File: src/rtl/insn_seq_pkg.sv
// Shared types and encodings for the RV32I multi-cycle control sequencer.
package insn_seq_pkg;

  typedef enum logic [2:0] {
    FETCH,
    EXEC,
    MEM,
    WB,
    HALT
  } state_e;

  // Bit positions of the one-hot instruction class code
  localparam int unsigned C_JAL    = 0;
  localparam int unsigned C_JALR   = 1;
  localparam int unsigned C_LUI    = 2;
  localparam int unsigned C_AUIPC  = 3;
  localparam int unsigned C_BRANCH = 4;
  localparam int unsigned C_RALU   = 5;
  localparam int unsigned C_STORE  = 6;
  localparam int unsigned C_IALU   = 7;
  localparam int unsigned C_LOAD   = 8;
  localparam int unsigned C_SYS    = 9;

  localparam logic [2:0] F3_BEQ  = 3'b000;
  localparam logic [2:0] F3_BNE  = 3'b001;
  localparam logic [2:0] F3_BLT  = 3'b100;
  localparam logic [2:0] F3_BGE  = 3'b101;
  localparam logic [2:0] F3_BLTU = 3'b110;
  localparam logic [2:0] F3_BGEU = 3'b111;

  localparam logic [2:0] F3_ADDSUB = 3'b000;
  localparam logic [2:0] F3_SRX    = 3'b101;

endpackage

File: src/rtl/insn_seq_if.sv
// Sequencer <-> datapath/memory signal bundle.
interface insn_seq_if #(
  parameter int unsigned CODE_W    = 10,
  parameter int unsigned RET_CNT_W = 32
);
  logic [31:0]          insn;
  logic [CODE_W-1:0]    code;
  logic                 EQ;
  logic                 LS;
  logic                 LU;
  logic                 mem_ready;
  logic                 mem_req;
  logic                 addr_sel;
  logic                 insn_we;
  logic                 sub_sra;
  logic                 pc_alu_sel;
  logic                 pc_next_sel;
  logic                 pc_we;
  logic                 rd_we;
  logic                 mem_we;
  logic                 illegal;
  logic                 mem_timeout;
  logic [RET_CNT_W-1:0] retired;

  modport master (
    input  insn, code, EQ, LS, LU, mem_ready,
    output mem_req, addr_sel, insn_we, sub_sra, pc_alu_sel, pc_next_sel,
           pc_we, rd_we, mem_we, illegal, mem_timeout, retired
  );

  modport slave (
    output insn, code, EQ, LS, LU, mem_ready,
    input  mem_req, addr_sel, insn_we, sub_sra, pc_alu_sel, pc_next_sel,
           pc_we, rd_we, mem_we, illegal, mem_timeout, retired
  );
endinterface

File: src/rtl/insn_class_decode.sv
// Combinational per-class controls: ALU sub/sra, PC operand/source, write-back and memory class.
module insn_class_decode
  import insn_seq_pkg::*;
#(
  parameter int unsigned CODE_W = 10
) (
  input  logic [2:0]        funct3,
  input  logic              alt,
  input  logic [CODE_W-1:0] code,
  input  logic              eq,
  input  logic              ls,
  input  logic              lu,
  output logic              sub_sra,
  output logic              pc_alu_sel,
  output logic              pc_next_sel,
  output logic              rd_class,
  output logic              mem_class,
  output logic              store_class
);

  logic taken;

  always_comb begin
    taken       = 1'b0;
    sub_sra     = 1'b0;
    pc_alu_sel  = 1'b0;
    pc_next_sel = code[C_JALR];
    rd_class    = code[C_JAL] | code[C_JALR] | code[C_LUI] | code[C_AUIPC] |
                  code[C_RALU] | code[C_IALU] | code[C_LOAD];
    mem_class   = code[C_LOAD] | code[C_STORE];
    store_class = code[C_STORE];

    // funct3 010/011 are not branches and fall through as not taken
    case (funct3)
      F3_BEQ:  taken = eq;
      F3_BNE:  taken = ~eq;
      F3_BLT:  taken = ls;
      F3_BGE:  taken = ~ls;
      F3_BLTU: taken = lu;
      F3_BGEU: taken = ~lu;
      default: taken = 1'b0;
    endcase

    if (code[C_RALU]) begin
      sub_sra = alt & ((funct3 == F3_ADDSUB) | (funct3 == F3_SRX));
    end else if (code[C_IALU]) begin
      sub_sra = alt & (funct3 == F3_SRX);
    end else if (code[C_BRANCH]) begin
      sub_sra = 1'b1;
    end

    if (code[C_JAL]) begin
      pc_alu_sel = 1'b1;
    end else if (code[C_BRANCH]) begin
      pc_alu_sel = taken;
    end
  end

endmodule

File: src/rtl/insn_sequencer.sv
// Multi-cycle FETCH/EXEC/MEM/WB control sequencer with memory wait timeout and retire counter.
module insn_sequencer
  import insn_seq_pkg::*;
#(
  parameter int unsigned CODE_W    = 10,
  parameter int unsigned WAIT_W    = 4,
  parameter int unsigned RET_CNT_W = 32
) (
  input logic        clk,
  input logic        rst_n,
  insn_seq_if.master bus
);

  // Last wait count before the counter would reach all-ones
  localparam logic [WAIT_W-1:0] WAIT_LIM = {{(WAIT_W-1){1'b1}}, 1'b0};

  state_e               state;
  logic [WAIT_W-1:0]    wait_cnt;
  logic                 mem_req;
  logic                 addr_sel;
  logic                 mem_we;
  logic                 pc_we;
  logic                 rd_we;
  logic                 illegal;
  logic                 mem_timeout;
  logic [RET_CNT_W-1:0] retired;
  logic                 rd_class;
  logic                 mem_class;
  logic                 store_class;
  logic                 accept;
  logic                 stall;
  logic                 at_limit;

  insn_class_decode #(.CODE_W(CODE_W)) u_class_decode (
    .funct3      (bus.insn[14:12]),
    .alt         (bus.insn[30]),
    .code        (bus.code),
    .eq          (bus.EQ),
    .ls          (bus.LS),
    .lu          (bus.LU),
    .sub_sra     (bus.sub_sra),
    .pc_alu_sel  (bus.pc_alu_sel),
    .pc_next_sel (bus.pc_next_sel),
    .rd_class    (rd_class),
    .mem_class   (mem_class),
    .store_class (store_class)
  );

  assign accept   = mem_req & bus.mem_ready;
  assign stall    = mem_req & ~bus.mem_ready;
  assign at_limit = (wait_cnt == WAIT_LIM);

  // A request is only outstanding once mem_req is registered high, so the first FETCH after reset idles one cycle
  always_ff @(posedge clk or negedge rst_n) begin
    if (!rst_n) begin
      state       <= FETCH;
      wait_cnt    <= '0;
      mem_req     <= 1'b0;
      addr_sel    <= 1'b0;
      mem_we      <= 1'b0;
      pc_we       <= 1'b0;
      rd_we       <= 1'b0;
      illegal     <= 1'b0;
      mem_timeout <= 1'b0;
      retired     <= '0;
    end else begin
      pc_we <= 1'b0;
      rd_we <= 1'b0;
      case (state)
        FETCH: begin
          mem_req  <= 1'b1;
          addr_sel <= 1'b0;
          mem_we   <= 1'b0;
          if (accept) begin
            state   <= EXEC;
            mem_req <= 1'b0;
          end else if (stall) begin
            if (at_limit) begin
              state       <= HALT;
              mem_timeout <= 1'b1;
              mem_req     <= 1'b0;
            end else begin
              wait_cnt <= wait_cnt + WAIT_W'(1);
            end
          end
        end
        EXEC: begin
          if (!$onehot(bus.code)) begin
            state   <= HALT;
            illegal <= 1'b1;
          end else if (mem_class) begin
            state    <= MEM;
            mem_req  <= 1'b1;
            addr_sel <= 1'b1;
            mem_we   <= store_class;
            wait_cnt <= '0;
          end else begin
            state <= WB;
            pc_we <= 1'b1;
            rd_we <= rd_class;
          end
        end
        MEM: begin
          if (accept) begin
            state    <= WB;
            mem_req  <= 1'b0;
            addr_sel <= 1'b0;
            mem_we   <= 1'b0;
            pc_we    <= 1'b1;
            rd_we    <= rd_class;
          end else if (stall) begin
            if (at_limit) begin
              state       <= HALT;
              mem_timeout <= 1'b1;
              mem_req     <= 1'b0;
              addr_sel    <= 1'b0;
              mem_we      <= 1'b0;
            end else begin
              wait_cnt <= wait_cnt + WAIT_W'(1);
            end
          end
        end
        WB: begin
          state    <= FETCH;
          retired  <= retired + RET_CNT_W'(1);
          mem_req  <= 1'b1;
          wait_cnt <= '0;
        end
        default: begin
          mem_req  <= 1'b0;
          addr_sel <= 1'b0;
          mem_we   <= 1'b0;
        end
      endcase
    end
  end

  assign bus.insn_we     = (state == FETCH) & accept;
  assign bus.mem_req     = mem_req;
  assign bus.addr_sel    = addr_sel;
  assign bus.mem_we      = mem_we;
  assign bus.pc_we       = pc_we;
  assign bus.rd_we       = rd_we;
  assign bus.illegal     = illegal;
  assign bus.mem_timeout = mem_timeout;
  assign bus.retired     = retired;

endmodule

File: src/flat_wrapper.sv
// flat-port wrapper written by rule: the top's interface ports become plain ports
module insn_sequencer_flat import insn_seq_pkg::*;
#(
  parameter int unsigned CODE_W    = 10,
  parameter int unsigned WAIT_W    = 4,
  parameter int unsigned RET_CNT_W = 32
)
  (clk, rst_n, bus_insn, bus_code, bus_EQ, bus_LS, bus_LU, bus_mem_ready, bus_mem_req, bus_addr_sel, bus_insn_we, bus_sub_sra, bus_pc_alu_sel, bus_pc_next_sel, bus_pc_we, bus_rd_we, bus_mem_we, bus_illegal, bus_mem_timeout, bus_retired);
  insn_seq_if #(.CODE_W(CODE_W), .RET_CNT_W(RET_CNT_W)) bus_i ();
  input logic clk;
  input logic rst_n;
  input wire logic [$bits(bus_i.insn)-1:0] bus_insn;
  input wire logic [$bits(bus_i.code)-1:0] bus_code;
  input wire logic [$bits(bus_i.EQ)-1:0] bus_EQ;
  input wire logic [$bits(bus_i.LS)-1:0] bus_LS;
  input wire logic [$bits(bus_i.LU)-1:0] bus_LU;
  input wire logic [$bits(bus_i.mem_ready)-1:0] bus_mem_ready;
  output wire logic [$bits(bus_i.mem_req)-1:0] bus_mem_req;
  output wire logic [$bits(bus_i.addr_sel)-1:0] bus_addr_sel;
  output wire logic [$bits(bus_i.insn_we)-1:0] bus_insn_we;
  output wire logic [$bits(bus_i.sub_sra)-1:0] bus_sub_sra;
  output wire logic [$bits(bus_i.pc_alu_sel)-1:0] bus_pc_alu_sel;
  output wire logic [$bits(bus_i.pc_next_sel)-1:0] bus_pc_next_sel;
  output wire logic [$bits(bus_i.pc_we)-1:0] bus_pc_we;
  output wire logic [$bits(bus_i.rd_we)-1:0] bus_rd_we;
  output wire logic [$bits(bus_i.mem_we)-1:0] bus_mem_we;
  output wire logic [$bits(bus_i.illegal)-1:0] bus_illegal;
  output wire logic [$bits(bus_i.mem_timeout)-1:0] bus_mem_timeout;
  output wire logic [$bits(bus_i.retired)-1:0] bus_retired;
  assign bus_i.insn = bus_insn;
  assign bus_i.code = bus_code;
  assign bus_i.EQ = bus_EQ;
  assign bus_i.LS = bus_LS;
  assign bus_i.LU = bus_LU;
  assign bus_i.mem_ready = bus_mem_ready;
  assign bus_mem_req = bus_i.mem_req;
  assign bus_addr_sel = bus_i.addr_sel;
  assign bus_insn_we = bus_i.insn_we;
  assign bus_sub_sra = bus_i.sub_sra;
  assign bus_pc_alu_sel = bus_i.pc_alu_sel;
  assign bus_pc_next_sel = bus_i.pc_next_sel;
  assign bus_pc_we = bus_i.pc_we;
  assign bus_rd_we = bus_i.rd_we;
  assign bus_mem_we = bus_i.mem_we;
  assign bus_illegal = bus_i.illegal;
  assign bus_mem_timeout = bus_i.mem_timeout;
  assign bus_retired = bus_i.retired;
  insn_sequencer #(.CODE_W(CODE_W), .WAIT_W(WAIT_W), .RET_CNT_W(RET_CNT_W)) u_core (.clk(clk), .rst_n(rst_n), .bus(bus_i));
endmodule
File: config.mk
export PLATFORM = sky130hd
export DESIGN_NAME = insn_sequencer_flat
export DESIGN_NICKNAME = d
export VERILOG_FILES = /design/src/rtl/insn_seq_pkg.sv /design/src/rtl/insn_seq_if.sv /design/src/rtl/insn_class_decode.sv /design/src/rtl/insn_sequencer.sv /design/src/flat_wrapper.sv
export SDC_FILE = /design/constraint.sdc
export NUM_CORES = 1
export LEC_CHECK = 0
export BUFFER_PORTS_ARGS = -buffer_cell sky130_fd_sc_hd__buf_2
export CAP_MARGIN = 10
export CORE_ASPECT_RATIO = 1.75
export CORE_UTILIZATION = 45
export DETAILED_ROUTE_END_ITERATION = 6
export GPL_TIMING_DRIVEN = 0
export PLACE_DENSITY = 0.71
export SLEW_MARGIN = 20
export SYNTH_ARGS = -nofsm -noshare
export SYNTH_HDL_FRONTEND = slang
export SYNTH_HIERARCHICAL = 1
export SYNTH_SLANG_ARGS = --single-unit
export TNS_END_PERCENT = 50
File: constraint.sdc
create_clock -name clk -period 4.5 [get_ports clk]
set_input_delay 0.675 -clock clk [delete_from_list [all_inputs] [get_ports clk]]
set_output_delay 0.675 -clock clk [all_outputs]
set_load 0.01 [all_outputs]
==> results of run 1 <==
-- layout make-up --
type                            count  area, µm²  share of cell area (%)
Sequential cell                    46       1150                    35.8
Multi-Input combinational cell    193       1440                    44.8
Timing Repair Buffer               62        313                    9.74
Clock inverter                      3       21.3                   0.662
Inverter                           14       52.6                    1.64
Buffer                             11       67.6                    2.10
Clock buffer                        5       68.8                    2.14
Tap cell                           78       97.6                    3.04
-- kinds of logic (layout without fill, tap and decap cells) --
kind of cell | Yosys count | count (layout) | synth area share [%]
and+or+nand+nor | 112 | 112 | 25.8
DFF | 46 | 46 | 42.5
xor gates and xnor gates | 34 | 34 | 11.0
AOI/OAI and AO/OA | 32 | 32 | 8.03
buffers and inverters | 25 | 95 | 4.43
adders and majority gates | 11 | 11 | 6.74
muxes | 4 | 4 | 1.52
-- through the flow --
stage	hold WS [ns]	instance area, µm²	util [%]	std cells
after floorplan	0.379	2710	-	264
after global placement	0.453	3120	53.5	404
after detailed placement	0.474	3120	53.5	404
after CTS	0.492	3210	55.0	412
after global routing	0.407	3210	55.1	412
final	0.364	3210	55.1	412
-- worst max-delay path: cells and delay by family --
kind,cells,cell delay [ns]
adder cells (fa/ha/maj),5,2.11
buffers and inverters,4,0.31
AND/OR/NAND/NOR,2,0.26
AO/OA/AOI/OAI,2,0.89
-- layer usage --
metal / up-vias / wire (µm) / track usage (%)
met5: - / 0 / 0
met2: 57 / 3570 / 39.2
met4: 0 / 62 / 5.52
met1: 1119 / 2320 / 23.6
met3: 6 / 234 / 3.71
li1: 1080 / - / -
-- how the worst min path moves through the flow --
stage | endpoint | cells past startpoint
final | u_core/bus.retired[20]$_DFFE_PN0P_ | 1
after CTS | u_core/bus.retired[31]$_DFFE_PN0P_ | 1
after detailed placement | u_core/bus.mem_timeout$_DFFE_PN0P_ | 1
after global placement | u_core/bus.retired[31]$_DFFE_PN0P_ | 1
after floorplan | u_core/bus.addr_sel$_DFFE_PN0P_ | 0
after global routing | u_core/bus.retired[20]$_DFFE_PN0P_ | 1
-- power breakdown --
part           switching, µW  total, µW  internal (µW)  leakage (µW)
Clock                    141        250            109     0.0000441
Sequential              31.6        467            436      0.000612
Combinational            154        247           92.9      0.000986
-- placed cells by master (no fill, tap or decap), types with 2 or more instances in the layout --
cell,Yosys,final
sky130_fd_sc_hd__nor2b_1,3,3
sky130_fd_sc_hd__and4_1,5,5
sky130_fd_sc_hd__o21ai_0,5,5
sky130_fd_sc_hd__nand3_1,18,18
sky130_fd_sc_hd__nor2_1,14,14
sky130_fd_sc_hd__nor4_2,8,8
sky130_fd_sc_hd__dfrtp_1,46,46
sky130_fd_sc_hd__buf_2,3,64
sky130_fd_sc_hd__buf_6,2,2
sky130_fd_sc_hd__buf_4,2,3
sky130_fd_sc_hd__xor2_1,17,17
sky130_fd_sc_hd__nor3_1,8,8
sky130_fd_sc_hd__clkbuf_8,0,5
sky130_fd_sc_hd__ha_1,5,5
sky130_fd_sc_hd__inv_1,14,14
sky130_fd_sc_hd__a21o_1,2,2
sky130_fd_sc_hd__xnor2_1,17,17
sky130_fd_sc_hd__a21oi_1,6,6
sky130_fd_sc_hd__mux2i_1,3,3
sky130_fd_sc_hd__nor4_1,3,3
sky130_fd_sc_hd__nand2_1,16,16
sky130_fd_sc_hd__o211ai_1,5,5
sky130_fd_sc_hd__clkbuf_1,4,4
sky130_fd_sc_hd__and3_1,5,5
sky130_fd_sc_hd__nand4_1,15,15
sky130_fd_sc_hd__fa_1,6,6
sky130_fd_sc_hd__and2_1,4,4
sky130_fd_sc_hd__nand2b_1,3,3
sky130_fd_sc_hd__o2111ai_1,2,2
sky130_fd_sc_hd__o31ai_1,2,2
==> run summary, run 1 <==
outcome = completed
required time of the critical path = 4.68 ns
leakage power summed over all cells = 0.00164 µW
top post-synthesis cells by count = 46 x sky130_fd_sc_hd__dfrtp_1, 18 x sky130_fd_sc_hd__nand3_1, 17 x sky130_fd_sc_hd__xnor2_1, 17 x sky130_fd_sc_hd__xor2_1, 16 x sky130_fd_sc_hd__nand2_1
Setup WS post-layout = 0.439 ns
FF-to-FF path depth = 4
number of flops mapped to enable cells by yosys = 0
async set-reset flop share out of synthesis = 100%
total core area = 0.00583 mm²
setup repair after global routing missed its margin = no
Distinct cells, synth = 50
synthesized instance count = 264
Clock Latency Late Sink = 0.30 ns
period utilization = 90.2%
CTS H-tree lvls = 2
flops & latches, synth = 46
global-route wire length before repair = 10,400 µm
most common cell type on the critical path = sky130_fd_sc_hd__fa_1
maximum frequency from static timing analysis = 246 MHz
Tmin final = 4.06 ns
register clock-pin slew on the reported worst setup and hold paths = 0.09 ns
post-DR wirelength/cell = 15.0 µm
die outline height = 105 µm
vias in the first global route = 2,261
Setup crit start kind = primary input
Setup Buffers After CTS = 0
master of the slowest instance on the critical path = sky130_fd_sc_hd__o21ai_0
crit path kind = primary input to flop
minimum setup slack among reg-to-reg paths = 2.70 ns
Worst IR Drop VDD = 0.201 mV
Synth top area share = 42.5%
launching instance or port of the critical path = bus_code[0]
HPWL after detailed placement = 4710 µm
setup tns final = 0 ns
register containing the most flip-flops in the final layout = u_core/bus.retired
relative area change from synthesis to final layout = 18.5%
max FFs per register = 32
critical path cell sequence = buf_2, fa_1, fa_1, inv_1, fa_1, inv_1, ha_1, inv_1, fa_1, nand4bb_1, o21ai_0, nor2_1, a211o_1
reg-to-reg critical path startpoint = u_core/bus.retired[7]$_DFFE_PN0P_
Min-Delay Path Class = primary input to asynchronous set/reset pin
global-route usage over all layers = 21.2%
Pwr per Cell Area = 300 mW/mm²
count of warnings emitted by yosys = 6
cts bufs inserted = 5
final net count = 392
GR Overflow Total = 0
overall die width = 60.7 µm
number of vias in the routed layout = 2,262
number of antenna cells inserted = 0
number of core rows = 37
Final Hold Viols = 0
Synth Area per Inst = 10.3 µm²
Clock Skews = 0.00770 ns
IO Count = 91
net count after synthesis = 323
initial standard-cell utilization of the core = 46.5%
leading cell types by total area after synthesis = sky130_fd_sc_hd__dfrtp_1 42%, sky130_fd_sc_hd__xnor2_1 5.5%, sky130_fd_sc_hd__xor2_1 5.5%
number of antenna violations at the first check in global routing = 0
largest registers in the final layout = u_core/bus.retired x32, u_core/wait_cnt x4, u_core/state x3
Mapped Area = 0.00271 mm²
vias per std cell = 5.49
largest stage delay on the critical path = 0.57 ns
critical path data arrival time = 4.24 ns
number of setup violations in the final report = 0
max-cap violations = 0
number of search-and-repair iterations in the first detailed-routing pass = 4
number of inserted filler cells in the final layout = 567
post-synthesis cell type with the largest combined area = sky130_fd_sc_hd__dfrtp_1
terminus of the critical flop-to-flop path = u_core/bus.retired[17]$_DFFE_PN0P_
most repeated cell in the gate-level netlist after synthesis = sky130_fd_sc_hd__dfrtp_1
Port Buffer Count = 62
largest net degree at the start of global routing = 47
total routed wirelength = 6180 µm
max-slew violation count = 0
detailed router's first-iteration violation count = 102
number of sinks driven by the clock tree = 46
normalized max-slew margin = 48.0%
DRC violation count after routing = 0
die area = 0.00635 mm²
proportion of synthesized chip area in sequential cells = 42.5%
TritonCTS clock tree = built
quantity of hold-fixing buffers added after cts = 0
last element of the critical path = u_core/state[2]$_DFFE_PN0P_
worst setup slack after placement = 0.142 ns
root buffer selected by CTS = sky130_fd_sc_hd__clkbuf_8
highest fanout seen on the critical path = 5
slew at the pin closest to its max-slew limit = 0.773 ns
ratio of cells with drive above 1 in the final layout = 28.1%
post-cts sizing count = 0
placer congestion estimate = 0.816
Worst setup EP type = flop
Synth Flop Type = sky130_fd_sc_hd__dfrtp_1
count of nets left with antenna violations after detail routing = 0
Tot Pwr = 964 µW
maximum root-to-sink buffer count = 2
Power figures use the tool's default switching activity.
==> inputs of run 2 (changes only) <==
--- a/config.mk
+++ b/config.mk
@@ -11,7 +11,8 @@
 export CORE_UTILIZATION = 45
 export DETAILED_ROUTE_END_ITERATION = 6
 export GPL_TIMING_DRIVEN = 0
-export PLACE_DENSITY = 0.71
+export PLACE_DENSITY = 0.73
+export SETUP_SLACK_MARGIN = 0.2
 export SLEW_MARGIN = 20
 export SYNTH_ARGS = -nofsm -noshare
 export SYNTH_HDL_FRONTEND = slang
==> run summary, run 2 (synthesized netlist as in run 1, its figures left out) <==
IO Count = 91 (unchanged)
commonest non-fill, non-tap cells in the layout = 64 x sky130_fd_sc_hd__buf_2, 46 x sky130_fd_sc_hd__dfrtp_1, 18 x sky130_fd_sc_hd__nand3_1
period utilization = 91.1% (+0.83 points)
GR Overflow Total = 0 (unchanged)
Setup Buffers After CTS = 0 (unchanged)
post-cts sizing count = 0 (unchanged)
vias in the first global route = 2,198 (-2.8%)
routed length on met1 = 2350 µm (+1.3%)
maximum root-to-sink buffer count = 2 (unchanged)
total core area = 0.00583 mm² (unchanged)
Clock Skews = 0.00567 ns (-0.00203 ns)
die outline height = 105 µm (unchanged)
commonest non-fill, non-tap cell in the layout = sky130_fd_sc_hd__buf_2
count of nets left with antenna violations after detail routing = 0 (unchanged)
outcome = completed
length of routed met3 wiring = 240 µm (+2.6%)
launching instance or port of the critical path = bus_code[0]
Port Buffer Count = 62 (unchanged)
number of core rows = 37 (unchanged)
Clock Latency Late Sink = 0.29 ns (about the same)
HPWL after detailed placement = 4700 µm (about the same)
Tmin final = 4.10 ns (+0.0374 ns)
number of vias in the routed layout = 2,242 (-0.88%)
critical path data arrival time = 4.28 ns (+0.04 ns)
number of antenna cells inserted = 0 (unchanged)
ratio of cells with drive above 1 in the final layout = 27.9% (-0.22 points)
total met2 wirelength after detailed routing = 3440 µm (-3.7%)
register containing the most flip-flops in the final layout = u_core/bus.retired
largest stage delay on the critical path = 0.55 ns (-0.02 ns)
utilization of the core after routing = 54.9% (-0.19 points)
detailed router's first-iteration violation count = 117 (+15%)
Tot Pwr = 955 µW (-0.99%)
reg-to-reg critical path startpoint = u_core/bus.retired[7]$_DFFE_PN0P_
Worst setup EP type = flop
cts bufs inserted = 5 (unchanged)
slew at the pin closest to its max-slew limit = 0.732 ns (-0.0414 ns)
worst setup slack after placement = 0.125 ns (-0.0175 ns)
number of antenna violations at the first check in global routing = 0 (unchanged)
max FFs per register = 32 (unchanged)
number of sinks driven by the clock tree = 46 (unchanged)
CTS H-tree lvls = 2 (unchanged)
largest net degree at the start of global routing = 47 (unchanged)
DRC violation count after routing = 0 (unchanged)
leakage power summed over all cells = 0.00164 µW (about the same)
master of the slowest instance on the critical path = sky130_fd_sc_hd__o21ai_0
global-route wire length before repair = 9980 µm (-4.0%)
Pwr per Cell Area = 298 mW/mm² (-0.64%)
number of search-and-repair iterations in the first detailed-routing pass = 4 (unchanged)
most common cell type on the critical path = sky130_fd_sc_hd__fa_1
post-route cell area = 0.00320 mm² (-0.35%)
register clock-pin slew on the reported worst setup and hold paths = 0.08 ns (about the same)
post-detailed-placement cell area = 0.00312 mm² (unchanged)
crit path kind = primary input to flop
vias per std cell = 5.45 (-0.64%)
Worst IR Drop VDD = 0.218 mV (+8.7%)
quantity of hold-fixing buffers added after cts = 0 (unchanged)
root buffer selected by CTS = sky130_fd_sc_hd__clkbuf_8
initial standard-cell utilization of the core = 46.5% (unchanged)
TritonCTS clock tree = built
maximum frequency from static timing analysis = 244 MHz (-0.91%)
setup repair after global routing missed its margin = no
largest registers in the final layout = u_core/bus.retired x32, u_core/wait_cnt x4, u_core/state x3
die area = 0.00635 mm² (unchanged)
Min-Delay Path Class = primary input to asynchronous set/reset pin
max-slew violation count = 0 (unchanged)
highest fanout seen on the critical path = 5 (unchanged)
setup tns final = 0 ns (unchanged)
Setup crit start kind = primary input
global-route usage over all layers = 20.4% (-0.76 points)
relative area change from synthesis to final layout = 18.0%
normalized max-slew margin = 50.8% (+2.8 points)
max-cap violations = 0 (unchanged)
required time of the critical path = 4.68 ns (about the same)
Final Hold Viols = 0 (unchanged)
placer congestion estimate = 0.827 (+1.3%)
overall die width = 60.7 µm (unchanged)
number of setup violations in the final report = 0 (unchanged)
Setup WS post-layout = 0.402 ns (-0.0374 ns)
post-DR wirelength/cell = 14.9 µm (-0.88%)
final net count = 392 (unchanged)
critical path cell sequence = buf_2, fa_1, fa_1, inv_1, fa_1, inv_1, ha_1, inv_1, fa_1, nand4bb_1, o21ai_0, nor2_1, a211o_1
total routed wirelength = 6110 µm (-1.1%)
top sig layer = met4
==> run 2: changes by cell type in the layout (fill, tap and decap cells not counted), sizes merged <==
cell	delta
clkinvlp	-1
==> run 2: where the power goes <==
part	internal, µW	total (µW)	switching (µW)
Sequential	436	467	31.2
Combinational	94.2	249	155
Clock	104	239	134
Total	634	955	320
==> run 2: stage by stage <==
stage                     std cells  hold WS [ns]
after floorplan                 264         0.379
after global placement          404         0.455
after detailed placement        404         0.454
after CTS                       411         0.482
after global routing            411         0.420
final                           411         0.375
==> run 2: worst paths after layout <==
| kind | to | slack, ns | cells past startpoint |
|---|---|---|---|
| min | u_core/bus.retired[22]$_DFFE_PN0P_ | 0.37 | 1 |
| max in group asynchronous | u_core/bus.illegal$_DFFE_PN0P_ | 3.73 | 1 |
| max | u_core/state[2]$_DFFE_PN0P_ | 0.40 | 13 |
| min in group clk | u_core/bus.retired[31]$_DFFE_PN0P_ | 0.47 | 1 |
| max reg2reg | u_core/bus.retired[22]$_DFFE_PN0P_ | 2.73 | 4 |
| min reg2reg | u_core/bus.retired[31]$_DFFE_PN0P_ | 0.47 | 1 |
==> run 2: layout make-up <==
type,count,area (µm²)
clock inverter,2,10.0
timing repair buffer,62,313
tap,78,97.6
clock buffer,5,68.8
buffer,11,67.6
fill,550,2630
multi-input combinational,193,1440
sequential,46,1150
inverter,14,52.6
==> run 2: critical path: cells and delay by family <==
| family | cells | cell delay, ns |
|---|---|---|
| adder cells (fa/ha/maj) | 5 | 2.15 |
| AO/OA/AOI/OAI | 2 | 0.87 |
| buffers and inverters | 4 | 0.31 |
| AND/OR/NAND/NOR | 2 | 0.29 |
==> run 2: layer usage <==
metal,GRT usage (%),vias to the layer above
met4,5.84,0
met5,0,-
met3,3.84,10
li1,-,1090
met2,37.3,58
met1,22.8,1084
==> inputs of run 3 (changes only) <==
--- a/config.mk
+++ b/config.mk
@@ -5,13 +5,14 @@
 export SDC_FILE = /design/constraint.sdc
 export NUM_CORES = 1
 export LEC_CHECK = 0
+export ABC_AREA = 1
 export BUFFER_PORTS_ARGS = -buffer_cell sky130_fd_sc_hd__buf_2
 export CAP_MARGIN = 10
 export CORE_ASPECT_RATIO = 1.75
 export CORE_UTILIZATION = 45
 export DETAILED_ROUTE_END_ITERATION = 6
 export GPL_TIMING_DRIVEN = 0
-export PLACE_DENSITY = 0.73
+export PLACE_DENSITY = 0.71
 export SETUP_SLACK_MARGIN = 0.2
 export SLEW_MARGIN = 20
 export SYNTH_ARGS = -nofsm -noshare
==> run summary, run 3 <==
outcome = completed
die area = 0.00717 mm² (+13%)
relative area change from synthesis to final layout = 19.0%
total core area = 0.00654 mm² (+12%)
critical path data arrival time = 3.98 ns (-0.30 ns)
required time of the critical path = 4.71 ns (+0.03 ns)
vias in the first global route = 2,827 (+29%)
most common cell type on the critical path = sky130_fd_sc_hd__inv_1
register clock-pin slew on the reported worst setup and hold paths = 0.07 ns (about the same)
register containing the most flip-flops in the final layout = u_core/bus.retired
Port Buffer Count = 62 (unchanged)
flops & latches, synth = 46 (unchanged)
initial standard-cell utilization of the core = 47.0% (+0.49 points)
Pwr per Cell Area = 257 mW/mm² (-14%)
Synth top area share = 37.5% (-5.0 points)
leakage power summed over all cells = 0.00199 µW (+21%)
Synth Flop Type = sky130_fd_sc_hd__dfrtp_1
async set-reset flop share out of synthesis = 100% (unchanged)
max-slew violation count = 0 (unchanged)
placer congestion estimate = 0.884 (+6.9%)
number of inserted filler cells in the final layout = 669 (+22%)
Tmin final = 3.77 ns (-0.326 ns)
Worst setup EP type = flop
global-route wire length before repair = 12,100 µm (+21%)
root buffer selected by CTS = sky130_fd_sc_hd__clkbuf_16
Clock Skews = 0.00640 ns (+0.000738 ns)
Clock Latency Late Sink = 0.29 ns (about the same)
count of nets left with antenna violations after detail routing = 0 (unchanged)
Distinct cells, synth = 32 (-36%)
post-synthesis cell type with the largest combined area = sky130_fd_sc_hd__dfrtp_1
top post-synthesis cells by count = 162 x sky130_fd_sc_hd__nand2_1, 60 x sky130_fd_sc_hd__inv_1, 55 x sky130_fd_sc_hd__nor2_1
post-DR wirelength/cell = 12.1 µm (-19%)
master of the slowest instance on the critical path = sky130_fd_sc_hd__fa_1
Min-Delay Path Class = primary input to asynchronous set/reset pin
cts bufs inserted = 5 (unchanged)
largest stage delay on the critical path = 0.51 ns (-0.04 ns)
max-cap violations = 0 (unchanged)
final net count = 562 (+43%)
Tot Pwr = 941 µW (-1.5%)
number of antenna violations at the first check in global routing = 0 (unchanged)
count of warnings emitted by yosys = 6 (unchanged)
setup repair after global routing missed its margin = no
placed cells = 578 (+43%)
number of vias in the routed layout = 2,858 (+27%)
overall die width = 64.5 µm (+6.2%)
quantity of hold-fixing buffers added after cts = 0 (unchanged)
highest fanout seen on the critical path = 8 (+3)
DRC violation count after routing = 0 (unchanged)
number of search-and-repair iterations in the first detailed-routing pass = 5 (+1)
TritonCTS clock tree = built
leading cell types by total area after synthesis = sky130_fd_sc_hd__dfrtp_1 37%, sky130_fd_sc_hd__nand2_1 20%, sky130_fd_sc_hd__inv_1 7.3%
largest delay contributor family on the critical path = adder cells
slew at the pin closest to its max-slew limit = 0.571 ns (-0.161 ns)
Setup Buffers After CTS = 0 (unchanged)
detailed router's first-iteration violation count = 122 (+4.3%)
GR Overflow Total = 0 (unchanged)
maximum root-to-sink buffer count = 2 (unchanged)
commonest non-fill, non-tap cells in the layout = 162 x sky130_fd_sc_hd__nand2_1, 62 x sky130_fd_sc_hd__buf_2, 60 x sky130_fd_sc_hd__inv_1
vias per std cell = 4.88 (-11%)
proportion of synthesized chip area in sequential cells = 37.5% (-5.0 points)
commonest non-fill, non-tap cell in the layout = sky130_fd_sc_hd__nand2_1
number of antenna cells inserted = 0 (unchanged)
crit path kind = primary input to flop
Synth Area per Inst = 7.08 µm² (-31%)
total routed wirelength = 7080 µm (+16%)
Worst IR Drop VDD = 0.131 mV (-40%)
number of sinks driven by the clock tree = 46 (unchanged)
CTS H-tree lvls = 2 (unchanged)
number of flops mapped to enable cells by yosys = 0 (unchanged)
largest net degree at the start of global routing = 47 (unchanged)
die outline height = 111 µm (+6.3%)
period utilization = 83.8% (-7.3 points)
multi-input gate area in the final layout = 0.00165 mm² (+15%)
normalized max-slew margin = 61.9% (+11 points)
maximum frequency from static timing analysis = 265 MHz (+8.7%)
setup tns final = 0 ns (unchanged)
largest registers in the final layout = u_core/bus.retired x32, u_core/wait_cnt x4, u_core/state x3
post-route non-filler standard cell count = 586 (+43%)
Final Hold Viols = 0 (unchanged)
synthesized instance count = 434 (+64%)
most repeated cell in the gate-level netlist after synthesis = sky130_fd_sc_hd__nand2_1
post-route worst hold slack = 0.384 ns (+0.00897 ns)
max FFs per register = 32 (unchanged)
HPWL after detailed placement = 5680 µm (+21%)
buffering stage count on the worst path with inverters included = 6 (+2)
number of core rows = 39 (+5.4%)
Mapped Area = 0.00307 mm² (+13%)
IO Count = 91 (unchanged)
area used by sequential logic in the layout = 0.00115 mm² (unchanged)
post-cts sizing count = 0 (unchanged)
Setup crit start kind = primary input
number of setup violations in the final report = 0 (unchanged)
global-route usage over all layers = 21.6% (+1.2 points)
ratio of cells with drive above 1 in the final layout = 19.6% (-8.3 points)
critical path cell sequence = buf_2, fa_1, fa_1, inv_1, fa_1, inv_1, ha_1, inv_1, fa_1, nand2_1, inv_1, nand2_1, inv_1, nand2_1, nand2_1, nand3_4, o21ai_0
net count after synthesis = 493 (+53%)
run 3: cells by family after synthesis:
logic type	after synthesis	share of synthesized area, %
compound gates	15	2.93
flops	46	37.5
xor+xnor	16	4.56
simple gates	279	40.2
buf+inv	67	8.84
fa+ha+maj	11	5.95
run 3: worst register-to-register path, stage by stage (launching register included):
cell and delay (ns):
sky130_fd_sc_hd__dfrtp_1 0.38, sky130_fd_sc_hd__buf_6 0.14, sky130_fd_sc_hd__nor2_1 0.35, sky130_fd_sc_hd__nand2_1 0.16
sky130_fd_sc_hd__nor2_1 0.13, sky130_fd_sc_hd__nand2_1 0.12, sky130_fd_sc_hd__nand4_1 0.13, sky130_fd_sc_hd__inv_1 0.05
sky130_fd_sc_hd__nand2_1 0.05, sky130_fd_sc_hd__nand2_1 0.04
run 3: power by group:
part | switching (µW) | total (µW) | internal, µW
logic | 63.6 | 105 | 41.2
clock network | 160 | 423 | 263
registers | 0 | 413 | 413
run 3: final cells by class:
class                      count  area share (%)
timing repair buffer          62            8.56
buffer                         5            1.06
inverter                      62            6.37
multi-input combinational    321            45.1
tap                           82            2.81
clock inverter                 3            1.20
sequential                    46            31.5
clock buffer                   5            3.42
run 3: layer usage:
| layer | wire, µm | share of wire, % | GRT usage, % | vias to the layer above |
|---|---|---|---|---|
| met5 | 0 | 0 | 0 | - |
| met4 | 332 | 4.7 | 14.7 | 0 |
| met3 | 233 | 3.3 | 2.47 | 20 |
| met2 | 4010 | 57 | 41.4 | 72 |
| met1 | 2500 | 35 | 20.3 | 1300 |
| li1 | - | - | - | 1466 |
run 3: metrics by stage:
stage / area (µm²) / util (%) / worst slack [ns]
2_1_floorplan: 3070 / - / 0.848
3_3_place_gp: 3480 / 53.3 / 0.489
3_5_place_dp: 3480 / 53.3 / 0.420
4_1_cts: 3650 / 55.9 / 0.723
5_1_grt: 3660 / 55.9 / 0.487
6_report: 3660 / 55.9 / 0.728
run 3: final timing paths:
check | from | to | slack, ns | cells past startpoint
worst max-delay path | bus_code[0] | u_core/wait_cnt[1]$_DFFE_PN0P_ | 0.73 | 17
worst max register to register | u_core/state[2]$_DFFE_PN0P_ | u_core/bus.mem_we$_DFFE_PN0P_ | 2.84 | 9
worst min-delay path | rst_n | u_core/bus.retired[5]$_DFFE_PN0P_ | 0.38 | 1
min in group clk | u_core/bus.mem_timeout$_DFFE_PN0P_ | u_core/bus.mem_timeout$_DFFE_PN0P_ | 0.48 | 1
worst min register to register | u_core/bus.mem_timeout$_DFFE_PN0P_ | u_core/bus.mem_timeout$_DFFE_PN0P_ | 0.48 | 1
max in group asynchronous | rst_n | u_core/bus.retired[31]$_DFFE_PN0P_ | 3.73 | 1
